File: src/rtl/pipeline_trace_tracker_pkg.sv
`default_nettype none
// +----------------------------------------------------------------------------+
// | Module : trace_pkg                                                         |
// | Shared types and helpers for the pipeline instruction-lifecycle tracker.   |
// | Rev    : 1.0                                                               |
// +----------------------------------------------------------------------------+
package trace_pkg;

    localparam int unsigned C_DEF_ID_W    = 8;
    localparam int unsigned C_DEF_PC_W    = 16;
    localparam int unsigned C_DEF_CYC_W   = 16;
    localparam int unsigned C_DEF_STALL_W = 4;
    localparam int unsigned MAX_STAGES    = 8;
    localparam int unsigned MAX_STALL_W   = 16;

    // Reference record layout at the default widths; slots hold the same fields.
    typedef struct packed {
        logic                     valid;
        logic [C_DEF_ID_W-1:0]    id;
        logic [C_DEF_PC_W-1:0]    pc;
        logic [C_DEF_CYC_W-1:0]   stamp;
        logic [C_DEF_STALL_W-1:0] stalls;
    } trace_entry_t;

    function automatic logic [MAX_STALL_W-1:0] sat_inc(
        input logic [MAX_STALL_W-1:0] value,
        input logic [MAX_STALL_W-1:0] max_value
    );
        return (value >= max_value) ? max_value : value + MAX_STALL_W'(1);
    endfunction

    function automatic logic [3:0] popcount(input logic [MAX_STAGES-1:0] bits);
        logic [3:0] cnt;
        cnt = '0;
        for (int i = 0; i < int'(MAX_STAGES); i++) begin
            cnt = cnt + {3'b000, bits[i]};
        end
        return cnt;
    endfunction

endpackage
`default_nettype wire

File: src/rtl/pipeline_trace_tracker_slot.sv
`default_nettype none
// +----------------------------------------------------------------------------+
// | Module : trace_stage_slot                                                  |
// | One pipeline stage record with clear / hold(+stall count) / load control.  |
// | Rev    : 1.0                                                               |
// +----------------------------------------------------------------------------+
module trace_stage_slot
    import trace_pkg::*;
#(
    parameter int ID_W    = 8,
    parameter int PC_W    = 16,
    parameter int CYC_W   = 16,
    parameter int STALL_W = 4
) (
    input  logic               clk,
    input  logic               rst,
    input  logic               i_clear,
    input  logic               i_hold,
    input  logic               i_valid,
    input  logic [ID_W-1:0]    i_id,
    input  logic [PC_W-1:0]    i_pc,
    input  logic [CYC_W-1:0]   i_stamp,
    input  logic [STALL_W-1:0] i_stalls,
    output logic               o_valid,
    output logic [ID_W-1:0]    o_id,
    output logic [PC_W-1:0]    o_pc,
    output logic [CYC_W-1:0]   o_stamp,
    output logic [STALL_W-1:0] o_stalls
);

    logic               valid_q, valid_d;
    logic [ID_W-1:0]    id_q, id_d;
    logic [PC_W-1:0]    pc_q, pc_d;
    logic [CYC_W-1:0]   stamp_q, stamp_d;
    logic [STALL_W-1:0] stalls_q, stalls_d;
    logic [MAX_STALL_W-1:0] w_stalls_ext;
    logic [MAX_STALL_W-1:0] w_stalls_max;

    always_comb begin
        valid_d      = valid_q;
        id_d         = id_q;
        pc_d         = pc_q;
        stamp_d      = stamp_q;
        stalls_d     = stalls_q;
        w_stalls_ext = MAX_STALL_W'(stalls_q);
        w_stalls_max = MAX_STALL_W'({STALL_W{1'b1}});
        if (i_clear) begin
            valid_d  = 1'b0;
            id_d     = '0;
            pc_d     = '0;
            stamp_d  = '0;
            stalls_d = '0;
        end else if (i_hold) begin
            if (valid_q) begin
                stalls_d = STALL_W'(sat_inc(w_stalls_ext, w_stalls_max));
            end
        end else begin
            valid_d  = i_valid;
            id_d     = i_id;
            pc_d     = i_pc;
            stamp_d  = i_stamp;
            stalls_d = i_stalls;
        end
    end

    always_ff @(posedge clk) begin
        if (rst) begin
            valid_q  <= 1'b0;
            id_q     <= '0;
            pc_q     <= '0;
            stamp_q  <= '0;
            stalls_q <= '0;
        end else begin
            valid_q  <= valid_d;
            id_q     <= id_d;
            pc_q     <= pc_d;
            stamp_q  <= stamp_d;
            stalls_q <= stalls_d;
        end
    end

    assign o_valid  = valid_q;
    assign o_id     = id_q;
    assign o_pc     = pc_q;
    assign o_stamp  = stamp_q;
    assign o_stalls = stalls_q;

endmodule
`default_nettype wire

File: src/rtl/pipeline_trace_tracker.sv
`default_nettype none
// +----------------------------------------------------------------------------+
// | Module : pipeline_trace_tracker                                            |
// | Tags fetches, shadows stage occupancy under stall/flush, emits retires.    |
// | Rev    : 1.0                                                               |
// +----------------------------------------------------------------------------+
module pipeline_trace_tracker
    import trace_pkg::*;
#(
    parameter int NUM_STAGES   = 5,
    parameter int STALL_STAGES = 2,
    parameter int FLUSH_STAGES = 2,
    parameter int ID_W         = 8,
    parameter int PC_W         = 16,
    parameter int CYC_W        = 16,
    parameter int STALL_W      = 4
) (
    input  logic               clk,
    input  logic               rst,
    input  logic               fetch_valid,
    input  logic [PC_W-1:0]    fetch_pc,
    input  logic               stall,
    input  logic               flush,
    output logic [CYC_W-1:0]   cycle_cnt,
    output logic               ret_valid,
    output logic [ID_W-1:0]    ret_id,
    output logic [PC_W-1:0]    ret_pc,
    output logic [STALL_W-1:0] ret_stalls,
    output logic [CYC_W-1:0]   ret_latency,
    output logic [31:0]        retire_count,
    output logic [31:0]        flush_count,
    output logic               err_order
);

    localparam int LAST = NUM_STAGES - 1;
    localparam logic [NUM_STAGES-1:0] C_FLUSH_MASK = NUM_STAGES'((1 << FLUSH_STAGES) - 1);

    logic [NUM_STAGES-1:0] w_valid;
    logic [NUM_STAGES-1:0] w_src_valid;
    logic [ID_W-1:0]       w_id       [NUM_STAGES];
    logic [ID_W-1:0]       w_src_id   [NUM_STAGES];
    logic [PC_W-1:0]       w_pc       [NUM_STAGES];
    logic [PC_W-1:0]       w_src_pc   [NUM_STAGES];
    logic [CYC_W-1:0]      w_stamp    [NUM_STAGES];
    logic [CYC_W-1:0]      w_src_stamp[NUM_STAGES];
    logic [STALL_W-1:0]    w_stalls   [NUM_STAGES];
    logic [STALL_W-1:0]    w_src_stalls[NUM_STAGES];

    logic              w_accept;
    logic [CYC_W-1:0]  cycle_cnt_q, cycle_cnt_d;
    logic [ID_W-1:0]   next_id_q, next_id_d;
    logic [31:0]       retire_count_q, retire_count_d;
    logic [31:0]       flush_count_q, flush_count_d;
    logic [ID_W-1:0]   last_ret_id_q, last_ret_id_d;
    logic              seen_q, seen_d;
    logic              err_order_q, err_order_d;
    logic [ID_W-1:0]   w_dist;

    assign w_accept = fetch_valid & ~stall & ~flush;

    genvar k;
    generate
        for (k = 0; k < NUM_STAGES; k++) begin : g_slot
            localparam logic IN_FLUSH = (k < FLUSH_STAGES);
            localparam logic IN_STALL = (k < STALL_STAGES);
            logic w_clear;
            logic w_hold;

            assign w_clear = flush & IN_FLUSH;
            assign w_hold  = ~flush & stall & IN_STALL;

            if (k == 0) begin : g_head
                assign w_src_valid[k]  = w_accept;
                assign w_src_id[k]     = w_accept ? next_id_q   : '0;
                assign w_src_pc[k]     = w_accept ? fetch_pc    : '0;
                assign w_src_stamp[k]  = w_accept ? cycle_cnt_q : '0;
                assign w_src_stalls[k] = '0;
            end else begin : g_body
                localparam logic BUBBLE_FLUSH = (k == FLUSH_STAGES);
                localparam logic BUBBLE_STALL = (k == STALL_STAGES);
                logic w_bubble;
                // The slot just above the frozen/cleared front takes a bubble.
                assign w_bubble        = (flush & BUBBLE_FLUSH) | (~flush & stall & BUBBLE_STALL);
                assign w_src_valid[k]  = w_bubble ? 1'b0 : w_valid[k-1];
                assign w_src_id[k]     = w_bubble ? '0   : w_id[k-1];
                assign w_src_pc[k]     = w_bubble ? '0   : w_pc[k-1];
                assign w_src_stamp[k]  = w_bubble ? '0   : w_stamp[k-1];
                assign w_src_stalls[k] = w_bubble ? '0   : w_stalls[k-1];
            end

            trace_stage_slot #(
                .ID_W    (ID_W),
                .PC_W    (PC_W),
                .CYC_W   (CYC_W),
                .STALL_W (STALL_W)
            ) u_slot (
                .clk      (clk),
                .rst      (rst),
                .i_clear  (w_clear),
                .i_hold   (w_hold),
                .i_valid  (w_src_valid[k]),
                .i_id     (w_src_id[k]),
                .i_pc     (w_src_pc[k]),
                .i_stamp  (w_src_stamp[k]),
                .i_stalls (w_src_stalls[k]),
                .o_valid  (w_valid[k]),
                .o_id     (w_id[k]),
                .o_pc     (w_pc[k]),
                .o_stamp  (w_stamp[k]),
                .o_stalls (w_stalls[k])
            );
        end
    endgenerate

    always_comb begin
        cycle_cnt_d    = cycle_cnt_q + CYC_W'(1);
        next_id_d      = next_id_q;
        retire_count_d = retire_count_q;
        flush_count_d  = flush_count_q;
        last_ret_id_d  = last_ret_id_q;
        seen_d         = seen_q;
        err_order_d    = err_order_q;
        w_dist         = w_id[LAST] - last_ret_id_q;
        if (w_accept) begin
            next_id_d = next_id_q + ID_W'(1);
        end
        if (flush) begin
            flush_count_d = flush_count_q
                          + 32'(popcount(MAX_STAGES'(w_valid & C_FLUSH_MASK)));
        end
        if (w_valid[LAST]) begin
            retire_count_d = retire_count_q + 32'd1;
            last_ret_id_d  = w_id[LAST];
            seen_d         = 1'b1;
            // Repeats or backward steps are errors; forward gaps come from flushes.
            if (seen_q && ((w_dist == '0) || w_dist[ID_W-1])) begin
                err_order_d = 1'b1;
            end
        end
    end

    always_ff @(posedge clk) begin
        if (rst) begin
            cycle_cnt_q    <= '0;
            next_id_q      <= '0;
            retire_count_q <= '0;
            flush_count_q  <= '0;
            last_ret_id_q  <= '0;
            seen_q         <= 1'b0;
            err_order_q    <= 1'b0;
        end else begin
            cycle_cnt_q    <= cycle_cnt_d;
            next_id_q      <= next_id_d;
            retire_count_q <= retire_count_d;
            flush_count_q  <= flush_count_d;
            last_ret_id_q  <= last_ret_id_d;
            seen_q         <= seen_d;
            err_order_q    <= err_order_d;
        end
    end

    assign cycle_cnt    = cycle_cnt_q;
    assign ret_valid    = w_valid[LAST];
    assign ret_id       = w_id[LAST];
    assign ret_pc       = w_pc[LAST];
    assign ret_stalls   = w_stalls[LAST];
    assign ret_latency  = cycle_cnt_q - w_stamp[LAST];
    assign retire_count = retire_count_q;
    assign flush_count  = flush_count_q;
    assign err_order    = err_order_q;

endmodule
`default_nettype wire

File: config.mk
export PLATFORM = sky130hd
export DESIGN_NAME = pipeline_trace_tracker
export DESIGN_NICKNAME = d
export VERILOG_FILES = /design/src/rtl/pipeline_trace_tracker_pkg.sv /design/src/rtl/pipeline_trace_tracker_slot.sv /design/src/rtl/pipeline_trace_tracker.sv
export SDC_FILE = /design/constraint.sdc
export NUM_CORES = 1
export LEC_CHECK = 0
export CAP_MARGIN = 20
export CORE_MARGIN = 2
export CORE_UTILIZATION = 39
export CTS_BUF_LIST = sky130_fd_sc_hd__clkbuf_8
export CTS_CLUSTER_SIZE = 40
export DETAILED_ROUTE_END_ITERATION = 10
export SLEW_MARGIN = 15
export SYNTH_ARGS = -nofsm -noshare
export SYNTH_HDL_FRONTEND = slang
export SYNTH_SLANG_ARGS = --single-unit
File: constraint.sdc
create_clock -name clk -period 3.7 [get_ports clk]
set_clock_uncertainty 0.1 [all_clocks]
set_input_delay 1.11 -clock clk [delete_from_list [all_inputs] [get_ports clk]]
set_output_delay 1.11 -clock clk [all_outputs]
set_load 0.1 [all_outputs]
==> key figures <==
Status
  • Status: complete, but fails checks
  • Violated checks: setup timing

Final layout
  • Multi-input logic area: between 0.005 and 0.006 mm²
  • Layout cells sized above 1: 22.2%
  • Final-layout fill cell count: between 2,000 and 3,000
  • Most frequent cells in the layout: 305 x dfxtp_1, 189 x nor2_1, 131 x buf_4
  • Finished Cell Area: around 0.015 mm²
  • Area added between synthesis and finish: 28.3%
  • Nets@finish: 1,452
  • Finished Layout Cells: between 1,500 and 2,000
  • Final core occ: between 50% and 60%
  • # diodes: 0
  • FF+latch area: 0.00652 mm²
  • Most common cell after layout, fill and taps aside: dfxtp_1

Placement
  • Port Buf Inserts: approximately 150
  • Placed cell area: ~0.014 mm²
  • Dpl hpwl: between 15 and 20 mm
  • GPL Wtd Cong: 0.809
  • Cells after DPL: 1,726

Pwr
  • Switching part of the total: between 20% and 30%
  • NetSw: between 1.5 and 2 mW
  • Pwr Total: 7.20 mW
  • Seq pwr share: between 40 and 50%
  • PwrDens: 467 mW/mm²
  • Clock power frac: 44.1%
  • Pleak: 6.16 nW
  • Comb pwr share: roughly 7.5%
  • Internal power: 5.49 mW
  • Worst VDD drop: 0.260 mV

CTS
  • TritonCTS buffer count: 55
  • CTS root buf: clkbuf_8
  • Reg clk slew, reported paths: 0.06 ns
  • CTS sink cnt: 323
  • Htree depth: 2
  • CTS Buffer Depth: 3
  • TritonCTS clock tree: yes
  • Clk_lat worst skew: between 0.5 and 0.6 ns
  • Hold_buf cts: 0

Global route
  • Overflow after GRT: 0
  • Met2 Use GR: between 20% and 30%
  • Pin count of the biggest net entering global routing: 89
  • Met1 GRT Util: between 20% and 30%
  • GRT met3 Usage: about 3.1%
  • Initial antenna violation count: 0
  • First-pass GRT wire length: roughly 41 mm
  • Gr busiest metal: met2
  • GRT Resource Usage Total: 14.8%
  • Number of global-route vias before repair: just over 8,000

Synthesis
  • Synth Instances: 1,231
  • Ys Warns: 0
  • Syn_nets: around 1,300
  • Post-synth cell types: 51
  • EDFF count, synth: 0
  • Avg Cell Area, Syn: 9.76 µm²
  • #FFs+latches synth: roughly 320
  • Mapped Area: between 0.01 and 0.015 mm²
  • Async set-reset flop share out of synthesis: 0%
  • Seq/Total Area, Yosys: between 50% and 60%
  • Top_reg_cell synth: dfxtp_1

Die
  • Die Width: approximately 180 µm
  • # rows: 64
  • # IOs: between 100 and 150
  • Core area: just over 0.03 mm²
  • Initial Util: about 39%
  • Total Die Area: roughly 0.032 mm²
  • Vert. Die Dim: ~180 µm

Detailed routing
  • Routed wire length: between 20 and 25 mm
  • WL per Instance: ~13 µm
  • Final ANT Viol Nets: 0
  • Drt first-iter violations: approximately 300
  • DRC violations left: 0
  • Vias per cell: between 4 and 5
  • DR pass1 iterations: 4
  • Routed vias: 8,662

Critical path
  • CP max-delay cell: dfxtp_4
  • Critical path, cell by cell: ha_2, a21oi_1, o21ai_1, o41ai_4, buf_6, nand3_2, o211ai_1, clkbuf_16
  • Buf+Inv Stages, Crit Path: 2
  • Largest delay share family, worst path: compound AO/OA/AOI/OAI gates
  • Crit path capture type: primary output
  • Crit Path Max Fanout: 5
  • Critical path class: reg2out
  • CP arrival: ~2.6 ns
  • CP required: roughly 2.5 ns
  • Max incr delay on CP: 0.36 ns
  • Crit start category: flop

STA
  • Crit share post-route: 102%
  • Setup TNS: -0.188 ns
  • Final Critical Period: roughly 3.8 ns
  • Max Slew Vio Count: 0
  • RSZ-0062 raised after global routing: yes
  • Hold violation count in the final report: 0
  • Max Clk Rate: between 200 and 300 MHz
  • Post-route worst setup slack: -0.0682 ns
  • # setup viols final: 4
  • Slew HR: between 50% and 60%
  • Slew @ Worst Pin: approximately 0.63 ns

Run
  • Max-Cap Viols: 0

Worst hold path
  • Hold Crit Class: reg2reg
final timing paths:
check | from | end | slack (ns) | cells past startpoint
min | g_slot[2].u_slot.o_stamp[8] | g_slot[3].u_slot.o_stamp[8] | 0.31 | 1
max reg2reg | g_slot[1].u_slot.o_valid | flush_count[21] | 0.86 | 7
min reg2reg | g_slot[2].u_slot.o_stamp[8] | g_slot[3].u_slot.o_stamp[8] | 0.31 | 1
max | cycle_cnt[6] | ret_latency[15] | -0.07 | 8
power groups by stage:
stage               sequential [mW]  combinational (mW)  clock (mW)
floorplan                      3.59               0.306           0
global placement               3.56               0.488           0
detailed placement             3.57               0.489           0
CTS                            3.49               0.531        3.28
global route                   3.49               0.567        3.45
finish                         3.49               0.537        3.17
synth_stat cells (all sizes together), types with 2 or more instances:
cell	count	area share, %
nand4	23	1.5
fa	3	0.50
nor2	192	6.0
o2111ai	3	0.22
mux2i	51	4.2
inv	49	1.5
nor2b	102	5.3
nor3	22	1.0
nand3	23	0.96
o211ai	3	0.19
ha	28	2.9
nand2b	5	0.26
and2	47	2.4
clkbuf	50	1.6
buf	9	0.32
nor4b	2	0.15
dfxtp	323	54
a2111oi	4	0.29
o21ai	21	0.87
and3	11	0.57
a31oi	5	0.26
nor4	5	0.56
a211oi	2	0.12
xor2	36	2.6
and4	10	0.73
xnor2	49	3.6
a21oi	34	1.4
a22oi	41	2.6
or3	14	0.73
o21a	2	0.12
a21o	3	0.19
nand2	47	1.5
flip-flops by register name (all words and copies together), names as in the netlist:
name,count
g_slot.u_slot.o_pc,80
g_slot.u_slot.o_stamp,80
g_slot.u_slot.o_id,40
flush_count,32
retire_count,32
g_slot.u_slot.o_stalls,20
cycle_cnt,16
last_ret_id_q,8
next_id_q,8
g_slot.u_slot.o_valid,5
err_order,1
seen_q,1
routing by layer:
layer | part of all wire [%] | routed length (µm)
met4 | 1.9 | 453
met5 | 0 | 0
met3 | 4.7 | 1160
met2 | 44 | 10900
met1 | 49 | 12000
metrics by stage:
stage,worst slack (ns),hold WS [ns]
2_1_floorplan,-0.401,0.314
3_3_place_gp,0.243,0.317
6_report,-0.0682,0.314
4_1_cts,-0.110,0.317
5_1_grt,-0.206,0.330
3_5_place_dp,0.216,0.320
area by class of cell:
class,instances,share of cell area (%)
multi-input cells,800,35.9
flip-flops and latches,323,42.3
inverters,49,1.19
repair buffers,171,10.0
clock inverters,25,0.844
clock buffers,73,6.52
well taps,396,3.22
worst register-to-register path, cell delays in order (launching register included):
cell      delay [ns]
dfxtp_1         0.48
inv_1           0.14
fa_1            0.40
nand4b_1        0.23
nor2_1          0.28
nand4_1         0.51
or3_1           0.50
a21oi_1         0.14
what timing repair did:
action | 4_1_cts | 5_1_grt
resized for setup | 39 | 18
buffers inserted | 9 | 4
endpoints found under the setup margin | 8 | 8
pin swaps | 14 | 12
cells by family after synthesis:
kind of cell,Yosys count,share of synthesized area [%]
flip-flops,323,53.8
XOR/XNOR,85,6.20
AND/OR/NAND/NOR,507,22.0
buffers and inverters,108,3.42
AO/OA/AOI/OAI,126,6.90
multiplexers,51,4.25
adder cells (fa/ha/maj),31,3.42
Note: power is estimated with default switching activity, not from simulation.
